--- src/rtl/imm_gen_pipe.sv ---
// imm_gen_pipe: two-stage pipelined RV32I/Zicsr immediate generator.
// S1 decodes the format from the opcode; S2 builds the XLEN-wide immediate.
// A single valid/ready chain back-propagates stalls (no skid buffer), so
// in_ready is combinationally dependent on out_ready.
// Optional build macro IMMGEN_ILLEGAL_EN adds out_illegal, which flags words
// whose opcode is outside the decode table or whose low bits are not 2'b11.
module imm_gen_pipe #(
    parameter int XLEN  = 32,
    parameter int TAG_W = 4,
    parameter int CNT_W = 16
) (
    input  logic             clk,
    input  logic             rst_n,
    input  logic             in_valid,
    output logic             in_ready,
    input  logic [31:0]      in_inst,
    input  logic [TAG_W-1:0] in_tag,
    output logic             out_valid,
    input  logic             out_ready,
    output logic [XLEN-1:0]  out_imm,
    output logic [2:0]       out_fmt,
    output logic [TAG_W-1:0] out_tag,
`ifdef IMMGEN_ILLEGAL_EN
    output logic             out_illegal,
`endif
    output logic [CNT_W-1:0] accept_cnt
);
    localparam logic [2:0] FMT_R   = 3'd0;
    localparam logic [2:0] FMT_I   = 3'd1;
    localparam logic [2:0] FMT_S   = 3'd2;
    localparam logic [2:0] FMT_B   = 3'd3;
    localparam logic [2:0] FMT_U   = 3'd4;
    localparam logic [2:0] FMT_J   = 3'd5;
    localparam logic [2:0] FMT_CSR = 3'd6;

    logic             s1_valid_q;
    logic [2:0]       s1_fmt_q;
    logic [31:7]      s1_inst_q;
    logic [TAG_W-1:0] s1_tag_q;

    logic             s2_valid_q;
    logic [XLEN-1:0]  out_imm_q;
    logic [2:0]       out_fmt_q;
    logic [TAG_W-1:0] out_tag_q;
    logic [CNT_W-1:0] cnt_q;

    logic             s2_adv;
    logic             s1_adv;
    logic             in_fire;
    logic [2:0]       fmt_d;
    logic [31:0]      imm32_d;
    logic [XLEN-1:0]  imm_d;

    // A stage may advance when it is empty or the stage after it advances
    assign s2_adv   = !s2_valid_q || out_ready;
    assign s1_adv   = !s1_valid_q || s2_adv;
    assign in_ready = s1_adv;
    assign in_fire  = in_valid && s1_adv;

    // Opcode -> format code; unknown opcodes fall through as R (imm = 0)
    always_comb begin
        fmt_d = FMT_R;
        case (in_inst[6:0])
            7'b0110011:                         fmt_d = FMT_R;
            7'b0010011, 7'b0000011, 7'b1100111: fmt_d = FMT_I;
            7'b0001111:                         fmt_d = FMT_I;
            7'b0100011:                         fmt_d = FMT_S;
            7'b1100011:                         fmt_d = FMT_B;
            7'b0110111, 7'b0010111:             fmt_d = FMT_U;
            7'b1101111:                         fmt_d = FMT_J;
            7'b1110011: fmt_d = (in_inst[14:12] != 3'd0) ? FMT_CSR : FMT_I;
            default:                            fmt_d = FMT_R;
        endcase
    end

    // S1 register: capture format, upper instruction bits and tag
    always_ff @(posedge clk or negedge rst_n) begin
        if (!rst_n) begin
            s1_valid_q <= 1'b0;
            s1_fmt_q   <= FMT_R;
            s1_inst_q  <= '0;
            s1_tag_q   <= '0;
        end else if (s1_adv) begin
            s1_valid_q <= in_valid;
            if (in_valid) begin
                s1_fmt_q  <= fmt_d;
                s1_inst_q <= in_inst[31:7];
                s1_tag_q  <= in_tag;
            end
        end
    end

    // Immediate assembly from the registered fields; the 32-bit result is
    // sign-extended to XLEN (CSR zimm is positive, so that also zero-extends)
    always_comb begin
        imm32_d = '0;
        case (s1_fmt_q)
            FMT_I:   imm32_d = {{20{s1_inst_q[31]}}, s1_inst_q[31:20]};
            FMT_S:   imm32_d = {{20{s1_inst_q[31]}}, s1_inst_q[31:25], s1_inst_q[11:7]};
            FMT_B:   imm32_d = {{19{s1_inst_q[31]}}, s1_inst_q[31], s1_inst_q[7],
                                s1_inst_q[30:25], s1_inst_q[11:8], 1'b0};
            FMT_U:   imm32_d = {s1_inst_q[31:12], 12'b0};
            FMT_J:   imm32_d = {{11{s1_inst_q[31]}}, s1_inst_q[31], s1_inst_q[19:12],
                                s1_inst_q[20], s1_inst_q[30:21], 1'b0};
            FMT_CSR: imm32_d = {27'b0, s1_inst_q[19:15]};
            default: imm32_d = '0;
        endcase
        imm_d = XLEN'($signed(imm32_d));
    end

    // S2 / output register: holds its word until the consumer takes it
    always_ff @(posedge clk or negedge rst_n) begin
        if (!rst_n) begin
            s2_valid_q <= 1'b0;
            out_imm_q  <= '0;
            out_fmt_q  <= FMT_R;
            out_tag_q  <= '0;
        end else if (s2_adv) begin
            s2_valid_q <= s1_valid_q;
            if (s1_valid_q) begin
                out_imm_q <= imm_d;
                out_fmt_q <= s1_fmt_q;
                out_tag_q <= s1_tag_q;
            end
        end
    end

    // Count accepted input words; wraps silently
    always_ff @(posedge clk or negedge rst_n) begin
        if (!rst_n) cnt_q <= '0;
        else if (in_fire) cnt_q <= cnt_q + CNT_W'(1);
    end

`ifdef IMMGEN_ILLEGAL_EN
    logic ill_d;
    logic s1_ill_q;
    logic out_ill_q;

    // Flag anything outside the decode table or not a 32-bit encoding
    always_comb begin
        ill_d = 1'b0;
        case (in_inst[6:0])
            7'b0110011, 7'b0010011, 7'b0000011, 7'b1100111, 7'b0001111,
            7'b0100011, 7'b1100011, 7'b0110111, 7'b0010111, 7'b1101111,
            7'b1110011: ill_d = 1'b0;
            default:    ill_d = 1'b1;
        endcase
        if (in_inst[1:0] != 2'b11) ill_d = 1'b1;
    end

    // Illegal flag travels with the format through both stages
    always_ff @(posedge clk or negedge rst_n) begin
        if (!rst_n) begin
            s1_ill_q  <= 1'b0;
            out_ill_q <= 1'b0;
        end else begin
            if (in_fire) s1_ill_q <= ill_d;
            if (s2_adv && s1_valid_q) out_ill_q <= s1_ill_q;
        end
    end

    assign out_illegal = out_ill_q;
`endif

    assign out_valid  = s2_valid_q;
    assign out_imm    = out_imm_q;
    assign out_fmt    = out_fmt_q;
    assign out_tag    = out_tag_q;
    assign accept_cnt = cnt_q;

endmodule
--- config.mk ---
export PLATFORM = sky130hd
export DESIGN_NAME = imm_gen_pipe
export DESIGN_NICKNAME = d
export VERILOG_FILES = /design/src/rtl/imm_gen_pipe.sv
export SDC_FILE = /design/constraint.sdc
export NUM_CORES = 1
export LEC_CHECK = 0
export BUFFER_PORTS_ARGS = -buffer_cell sky130_fd_sc_hd__clkbuf_2
export CAP_MARGIN = 20
export CORE_MARGIN = 2
export CORE_UTILIZATION = 53
export DETAILED_ROUTE_END_ITERATION = 8
export GPL_TIMING_DRIVEN = 1
export PLACE_DENSITY = 0.86
export SLEW_MARGIN = 20
export SYNTH_ARGS = -nofsm -noshare
export SYNTH_HDL_FRONTEND = slang
export SYNTH_SLANG_ARGS = --single-unit
--- constraint.sdc ---
create_clock -name clk -period 2 [get_ports clk]
set_input_delay 0.1 -clock clk [delete_from_list [all_inputs] [get_ports clk]]
set_output_delay 0.1 -clock clk [all_outputs]
set_load 0.02 [all_outputs]
==> results.txt, run 1 <==
The flow ran to the end, and the final reports show no timing, DRC or antenna violations. The number of diodes is 0, and the cell area after technology mapping is 3820 um^2. The cell type contributing the most total cell area after synthesis is sky130_fd_sc_hd__dfrtp_1. In this run the worst setup path begins at s1_fmt_q[0].

Sequential cells burn 49.5% of the power. The residual antenna-violating net count after detailed routing was 0; the initial antenna violation count was 0. The logs give 0 for the final max-slew violation count and 0.000848 V for the worst IR drop on VDD. Between clock sinks in the finished design, the worst skew comes to 11.5 ps. Leaving out fill and tap cells, the most frequent cells in the layout are sky130_fd_sc_hd__nand2_1, sky130_fd_sc_hd__clkbuf_2, sky130_fd_sc_hd__dfrtp_1, sky130_fd_sc_hd__dlygate4sd3_1, sky130_fd_sc_hd__a21oi_1. The path class of the tightest hold or removal check is in -> reg. The simple-gate share of the synthesized area works out to 18.7%.

Layout-stage area growth over the synthesis result: 28.7%. The worst pin sits at a relative slew slack of 55.7%. After detailed routing, the number of remaining DRC violations is 0. The initial utilization of the core area, before any placement, comes to 55.6%.

Summing the areas of all fa, ha and maj instances in the mapped netlist gives 0.328% of the synthesized area. The half-perimeter wire length after placement was 6.13 mm; the worst setup slack before clock tree synthesis was 332 ps. The count of endpoints failing setup in the final report was 0; the synthesized flop and latch total was 89.

Of the total synthesized cell area, the portion taken by XOR and XNOR cells is 3.67%. TritonCTS built the clock tree. Measured against the total synthesized area, the mux share comes to 2.65%. In the finished design, the share of the clock period the worst path needs comes to 85.1%. The tools report the total leakage power as 0.00250 uW. In this run the vertical extent of the chip is 88.9 um. The total area inside the core boundary comes to 6870 um^2. At the pin with the least slew margin, the transition time is 665 ps.

For this run, the total global-route usage over all layers was measured as 24.1%. The tools report the via count of the first global-routing pass as 3068. The library cell used as clock root buffer was sky130_fd_sc_hd__clkbuf_8. For the top achievable clock speed, the log shows 587 MHz. The tools report the number of hold-slack violations in the final timing report as 0. For flop-to-flop paths, the worst setup slack is 300 ps. The run gives 419 as the number of nets produced by synthesis. Counting cells, the worst reg-to-reg path comes to 4. STA classifies the critical path endpoint as a register. The first global-routing pass estimated 14.4 mm of wire. Kind of launch point of the worst setup path: a register.

In this run, synthesis inferred 0 flip-flops with an integrated enable. Summed over its instances, the top area cell type makes up 58.3% of the synthesized netlist area. The overall via count from detail_route came out at 3217. Wire length per cell: 14.7 um. The tools report the switching power total as 1390 uW.

Setup repair after global routing left no endpoint under its margin. Per report_power, the clock group accounts for 28.4% of the total. H-tree depth reported by CTS: 3. For the count of yosys warnings during synthesis, the log shows 0.

Cells with a size suffix above 1 make up 26.5% of the layout. For the clock latency reported for the late side of the worst-skew pair, the log shows 350 ps. Routability-driven placement finished with a final weighted congestion of 0.805. The post-layout utilization of the core came out at 71.6%. Synthesis produced a netlist whose cell count is 378.

Counting along the longest clock path gives a buffer depth of 2. For this run, asynchronously set or reset flops after synthesis account for 100%. Row generation in the floorplan step produced 30 rows. The average instance in the mapped netlist occupies 10.1 um^2. Share of the yosys chip area belonging to registers: 58.3%. Buffers placed on the I/O ports in this run total 96. The floorplan step defined a die boundary enclosing 7900 um^2. After synthesis, the cell types taking the most area are sky130_fd_sc_hd__dfrtp_1, sky130_fd_sc_hd__nand2_1, sky130_fd_sc_hd__a21oi_1, sky130_fd_sc_hd__mux2_2, sky130_fd_sc_hd__xnor2_1. Post-CTS setup-driven buffer insertion count: 0. Across all setup checks in the final design, the least slack found is 297 ps.

In this run the count of I/O pins placed on the die edge is 97. The critical path capture point was out_imm[21]. The routed design could run at a clock period as short as 1700 ps. Counting the buffers created by CTS gives 9. CTS saw 89 sinks. Dividing total power by cell area gives a power density of 923 nW/um^2. The post-detailed-route via-to-cell ratio is 5.27. The critical path is of the reg -> reg type.

After global routing the overflow that remains totals 0. Data on the critical path is required at its endpoint by 2270 ps. Entering global routing, the biggest net connects 54 pins. The run gives 1970 ps as the data arrival at the endpoint of the critical path. Commonest register cell after synthesis: sky130_fd_sc_hd__dfrtp_1.

The distinct cell type count of the synthesized netlist is 41. In this run the horizontal extent of the chip is 88.9 um. The net count of the finished layout is 550. The design internal power was 3140 uW. Of all nets on the critical path, the largest fanout is 11.

Fill cells in the final layout number 570. Leaving out fill and tap cells, the most frequent cell in the layout is sky130_fd_sc_hd__nand2_1. The first detailed-routing pass ran for 4 iterations.

The compound-cell area share of the yosys netlist came out at 12.7%. The combinational share of power was 22.0%; the first-iteration detailed-routing DRC count was 183. The worst register-to-register path ends at out_imm[21].

Once the clock tree was built, the resizer swapped 0 gates to a different size. For this design, the CTS-stage hold fixing added 31 buffers. The startpoint identified for the worst register-to-register timing path is s1_fmt_q[0]. Across the run, the number of max-cap violations was 0. Net switching is 30.7% of the power.

Adding up every negative setup slack in the final design gives 0 ps. The final routed wirelength across all metal layers came out at 8.97 mm. The clock-pin transition on the worst setup and hold timing paths was 80 ps. The combinational family with the most area after synthesis is simple AND/OR/NAND/NOR gates.
[registers in the layout, summed over array words and instances, names as in the netlist]
| signal | count |
|---|---|
| out_imm | 32 |
| s1_inst_q | 25 |
| accept_cnt | 16 |
| out_tag | 4 |
| s1_tag_q | 4 |
| out_fmt | 3 |
| s1_fmt_q | 3 |
| out_valid | 1 |
| s1_valid_q | 1 |
[cells by family after synthesis]
family                     after synthesis
adders and majority gates                1
and+or+nand+nor                        163
muxes                                    9
xor gates and xnor gates                16
buffers and inverters                   24
DFF                                     89
AOI/OAI and AO/OA                       76
[metal layers]
layer | vias up | wire (um) | global-route usage, %
met5 | - | 0 | 0
met4 | 0 | 159 | 7.85
met3 | 13 | 465 | 6.09
met2 | 101 | 4410 | 39.1
met1 | 1555 | 3930 | 32.1
li1 | 1548 | - | -
[power groups by stage]
| stage | logic, uW | clock network [uW] | registers [uW] |
|---|---|---|---|
| 2_1_floorplan | 421 | 0 | 2420 |
| 3_3_place_gp | 931 | 0 | 2260 |
| 3_5_place_dp | 955 | 0 | 2280 |
| 5_1_grt | 1100 | 1380 | 2280 |
| 6_report | 999 | 1290 | 2250 |
| 4_1_cts | 1010 | 1310 | 2240 |
[critical path, stage by stage, from the launching register on]
cell                      delay, ps
sky130_fd_sc_hd__dfrtp_1        470
sky130_fd_sc_hd__nor2b_1        470
sky130_fd_sc_hd__o21a_1         450
sky130_fd_sc_hd__a21oi_1         90
sky130_fd_sc_hd__o21ai_1        140
[cell usage after synthesis, types with 7 or more instances]
cell type                 number
sky130_fd_sc_hd__nand2_1     115
sky130_fd_sc_hd__dfrtp_1      89
sky130_fd_sc_hd__a21oi_1      21
sky130_fd_sc_hd__o21ai_1      16
sky130_fd_sc_hd__buf_2        11
sky130_fd_sc_hd__xnor2_1      11
sky130_fd_sc_hd__a22o_1       10
sky130_fd_sc_hd__mux2_2        9
sky130_fd_sc_hd__o21ai_0       9
sky130_fd_sc_hd__nand3_1       8
sky130_fd_sc_hd__and3_1        7
sky130_fd_sc_hd__nor2_1        7
[per-stage QoR]
stage	hold WS, ps	total power (uW)	std cells	instance area [um^2]
6_report	32.9	4540	610	4920
5_1_grt	46.1	4760	610	4920
4_1_cts	19.1	4560	610	4920
3_5_place_dp	170	3230	563	4400
3_3_place_gp	159	3190	563	4400
2_1_floorplan	-196	2840	378	3820
[how the worst min path moves through the flow]
stage	cells past startpoint	from	endpoint	slack [ps]
finish	3	in_inst[0]	s1_fmt_q[2]	30
global route	3	in_inst[0]	s1_fmt_q[2]	50
CTS	3	in_inst[0]	s1_fmt_q[2]	20
detailed placement	1	rst_n	out_imm[27]	170
global placement	1	rst_n	out_imm[6]	160
floorplan	0	rst_n	accept_cnt[0]	-200
[final cells by class]
cell class / count / area [um^2] / share of cell area (%)
repair buffers: 141 / 898 / 18.3
flip-flops and latches: 89 / 2230 / 45.3
clock inverters: 3 / 65.1 / 1.32
clock buffers: 13 / 139 / 2.83
well taps: 96 / 120 / 2.44
inverters: 3 / 11.3 / 0.229
multi-input cells: 265 / 1460 / 29.6
No activity file was read; power rests on OpenSTA's default activity.
==> inputs of run 2 (changes only) <==
Settings changed: BUFFER_PORTS_ARGS -buffer_cell sky130_fd_sc_hd__clkbuf_2 to -buffer_cell sky130_fd_sc_hd__buf_2, REMOVE_ABC_BUFFERS set to 1.
==> results.txt, run 2 (synthesis results as in run 1) <==
The flow ran to the end, and the final reports show no timing, DRC or antenna violations. For the placer congestion estimate, the log shows 0.773 (-4.0%). For the number of ports placed on the die boundary, the log shows 97 (unchanged). The top achievable clock speed is 593 MHz (+0.91%). The critical path is of the reg -> reg type. Setup repair after global routing left no endpoint under its margin.

The total number of clock tree sinks was 89 (unchanged); the first-iteration detailed-routing DRC count was 235 (+28%). The ratio of final minimum period to clock period is 84.4% (-0.77 points). The logs give 2 (unchanged) for the clock tree buffer depth and 360 ps (about the same) for the clock latency reported for the late side of the worst-skew pair.

Reg-to-reg startpoint: s1_fmt_q[1]. Leaving out fill and tap cells, the most frequent cells in the layout are sky130_fd_sc_hd__nand2_1, sky130_fd_sc_hd__buf_2, sky130_fd_sc_hd__dfrtp_1, sky130_fd_sc_hd__dlygate4sd3_1, sky130_fd_sc_hd__a21oi_1. The tools report the global-route wire length before repair as 14.7 mm (+2.6%). The clock skew was 7.68 ps (-3.86 ps). Walking the worst path, the cells encountered are buf_4 > nor3_1 > or3_1 > buf_4 > o21ai_0. The least setup slack across all paths after layout was 313 ps (+15.4 ps); the worst IR drop on VDD was 0.000510 V (-40%).

STA classifies the critical path startpoint as a register. The count of port buffers added during placement is 96 (unchanged), and the total routing usage reported by global routing is 24.5% (+0.34 points). The max-cap check violation count is 0 (unchanged). The run gives 352 ps (+20.8 ps) as the worst setup slack before clock tree synthesis. Total leakage power: 0.00253 uW (+1.2%). The path with the worst hold slack has its endpoint at s1_fmt_q[2]. The startpoint identified for the worst hold timing path is in_inst[0]. The reg-to-reg setup timing slack was 310 ps (+20 ps). Cell with the most instances on the worst path: sky130_fd_sc_hd__buf_4.

The tools report the residual antenna-violating net count after detailed routing as 0 (unchanged). The worst hold path belongs to the class in -> reg. For the count of endpoints failing setup in the final report, the log shows 0 (unchanged). The slew at the pin with the worst max-slew slack is 639 ps (-26.2 ps).

The area taken by multi-input logic gates is 1460 um^2 (unchanged). The worst-case reg-to-reg path depth was 5 (+1). The area of the core was 6870 um^2 (unchanged); the vertical extent of the die was 88.9 um (unchanged). The number of detailed-routing iterations run before antenna repair came out at 4 (unchanged).

The switching power as a share of total power came out at 30.8% (+0.066 points). The max-slew headroom at the worst pin is 57.4% (+1.7 points). The tools report the number of diodes as 0 (unchanged). The run gives 21.8% (-0.2 points) as the combinational share of power. The endpoint identified for the worst register-to-register timing path is out_imm[2]. On the critical path the largest part of the delay comes from flip-flops. The flip-flop count of the largest register after layout was 32 (unchanged); the largest net degree at the start of global routing was 49 (-9.3%). The number of nets in the layout is 549 (-0.18%), and the register cell area after layout is 2230 um^2 (unchanged).

The run gives 9.12 mm (+1.7%) as the final routed wirelength across all metal layers. The cell count after placement was 562 (-0.18%); the number of hold-slack violations in the final timing report was 0 (unchanged). The run gives 3190 uW (+1.4%) as the design internal power. The wire length per cell came out at 15.0 um (+1.8%). The library cell used as clock root buffer is sky130_fd_sc_hd__clkbuf_8. The library cell used most frequently in the layout, excluding fill and tap cells, is sky130_fd_sc_hd__nand2_1. For the H-tree depth reported by CTS, the log shows 3 (unchanged).

The tools report the count of unresolved DRC violations after routing as 0 (unchanged). The tools report the floorplan die area as 7900 um^2 (unchanged). The power density of the placed cells is 932 nW/um^2 (+1.1%), and the final max-slew violation count is 0 (unchanged). The layout-stage area growth over the synthesis result came out at 29.3%.

Share of power burned in the clock network: 29.5% (+1.1 points). The total negative slack for setup checks is 0 ps (unchanged), and the post-CTS setup-driven buffer insertion count is 0 (unchanged). The run gives 1420 uW (+1.7%) as the switching power total. Aggregate global routing overflow: 0 (unchanged). The largest individual stage delay along the critical path comes from the cell sky130_fd_sc_hd__dfrtp_1. The data arrival at the endpoint of the critical path came out at 1960 ps (about the same). For the number of fillers in the final layout, the log shows 510 (-11%). The worst setup path is captured at a register. The minimum clock period after layout was 1690 ps (-15.4 ps); the via count of the first global-routing pass was 3122 (+1.8%). The initial cell density of the core was 55.6% (unchanged). The worst path buffer plus inverter count was 2 (+2); the fraction of layout instances using a drive strength above 1 was 26.7% (+0.25 points). The clock-pin transition on the worst setup and hold timing paths is 90 ps (about the same). The maximum net fanout on the critical path was 16 (+5); the site row count was 30 (unchanged). The logs give 3263 (+1.4%) for the overall via count from detail_route and 48.7% (-0.8 points) for the sequential power share. Initial antenna violation count: 0 (unchanged). Required time at the endpoint of the critical path: 2270 ps (about the same).

For the TritonCTS buffer count, the log shows 9 (unchanged). The count of placed standard cells in the final layout, fillers left out was 609 (-0.16%); the half-perimeter wire length after placement was 6.23 mm (+1.5%). The count of cells along the worst hold path is 3 (unchanged), and the overall die width is 88.9 um (unchanged).

The overall power is 4610 uW (+1.5%), and the longest individual stage delay on the worst path is 570 ps (+100 ps). TritonCTS built the clock tree. Post-detailed-route via-to-cell ratio: 5.36 (+1.6%).
[run 2: cell count changes in the layout (fill, tap and decap cells not counted)]
| cell | change |
|---|---|
| sky130_fd_sc_hd__clkbuf_2 | -95 |
| sky130_fd_sc_hd__buf_4 | -2 |
| sky130_fd_sc_hd__clkinv_4 | +1 |
| sky130_fd_sc_hd__buf_2 | +95 |
| sky130_fd_sc_hd__clkbuf_8 | +1 |
| sky130_fd_sc_hd__clkinv_2 | -1 |
| sky130_fd_sc_hd__clkbuf_1 | -2 |
| sky130_fd_sc_hd__clkinvlp_4 | +1 |
| sky130_fd_sc_hd__buf_12 | +1 |
[run 2: layout make-up]
type,instances,share of cell area [%]
clock buffers,12,2.94
clock inverters,4,1.55
inverters,3,0.228
multi-input cells,265,29.5
flip-flops and latches,89,45.1
well taps,96,2.43
repair buffers,140,18.3
[run 2: worst max-delay path by stage]
stage | startpoint | endpoint | slack (ps) | cells after the start
2_1_floorplan | out_valid | out_imm[0] | -250 | 4
3_3_place_gp | s1_fmt_q[0] | out_imm[6] | 420 | 4
3_5_place_dp | s1_fmt_q[1] | out_imm[3] | 350 | 5
4_1_cts | s1_fmt_q[1] | out_imm[2] | 310 | 5
5_1_grt | s1_fmt_q[1] | out_imm[4] | 180 | 5
6_report | s1_fmt_q[1] | out_imm[2] | 310 | 5
[run 2: what timing repair did]
item                      4_1_cts  5_1_grt
hold buffers                   31        0
resized for setup               0        0
hold endpoints to repair       71        0
[run 2: worst register-to-register path: cells and delay by family (launching register included)]
kind | cells | cell delay, ps
and+or+nand+nor | 2 | 410
buffers and inverters | 2 | 420
DFF | 1 | 570
AOI/OAI and AO/OA | 1 | 210
[run 2: power groups by stage]
stage	logic, uW	clock network, uW	registers [uW]
finish	1000	1360	2240
global route	1100	1450	2280
CTS	1010	1380	2240
detailed placement	959	0	2270
global placement	927	0	2260
floorplan	378	0	2430
[run 2: metal layers]
layer	global-route usage, %	wire length [um]
met1	33.7	3850
met5	0	0
met4	10.9	128
met3	4.25	670
met2	38.4	4470
[run 2: per-stage QoR]
step / hold WS [ps] / cell area, um^2 / util [%]
after floorplan: -196 / 3690 / -
after global placement: 107 / 4410 / 64.2
after detailed placement: 112 / 4410 / 64.2
after CTS: 69.8 / 4940 / 71.9
after global routing: 96.1 / 4940 / 71.9
final: 73.1 / 4940 / 71.9
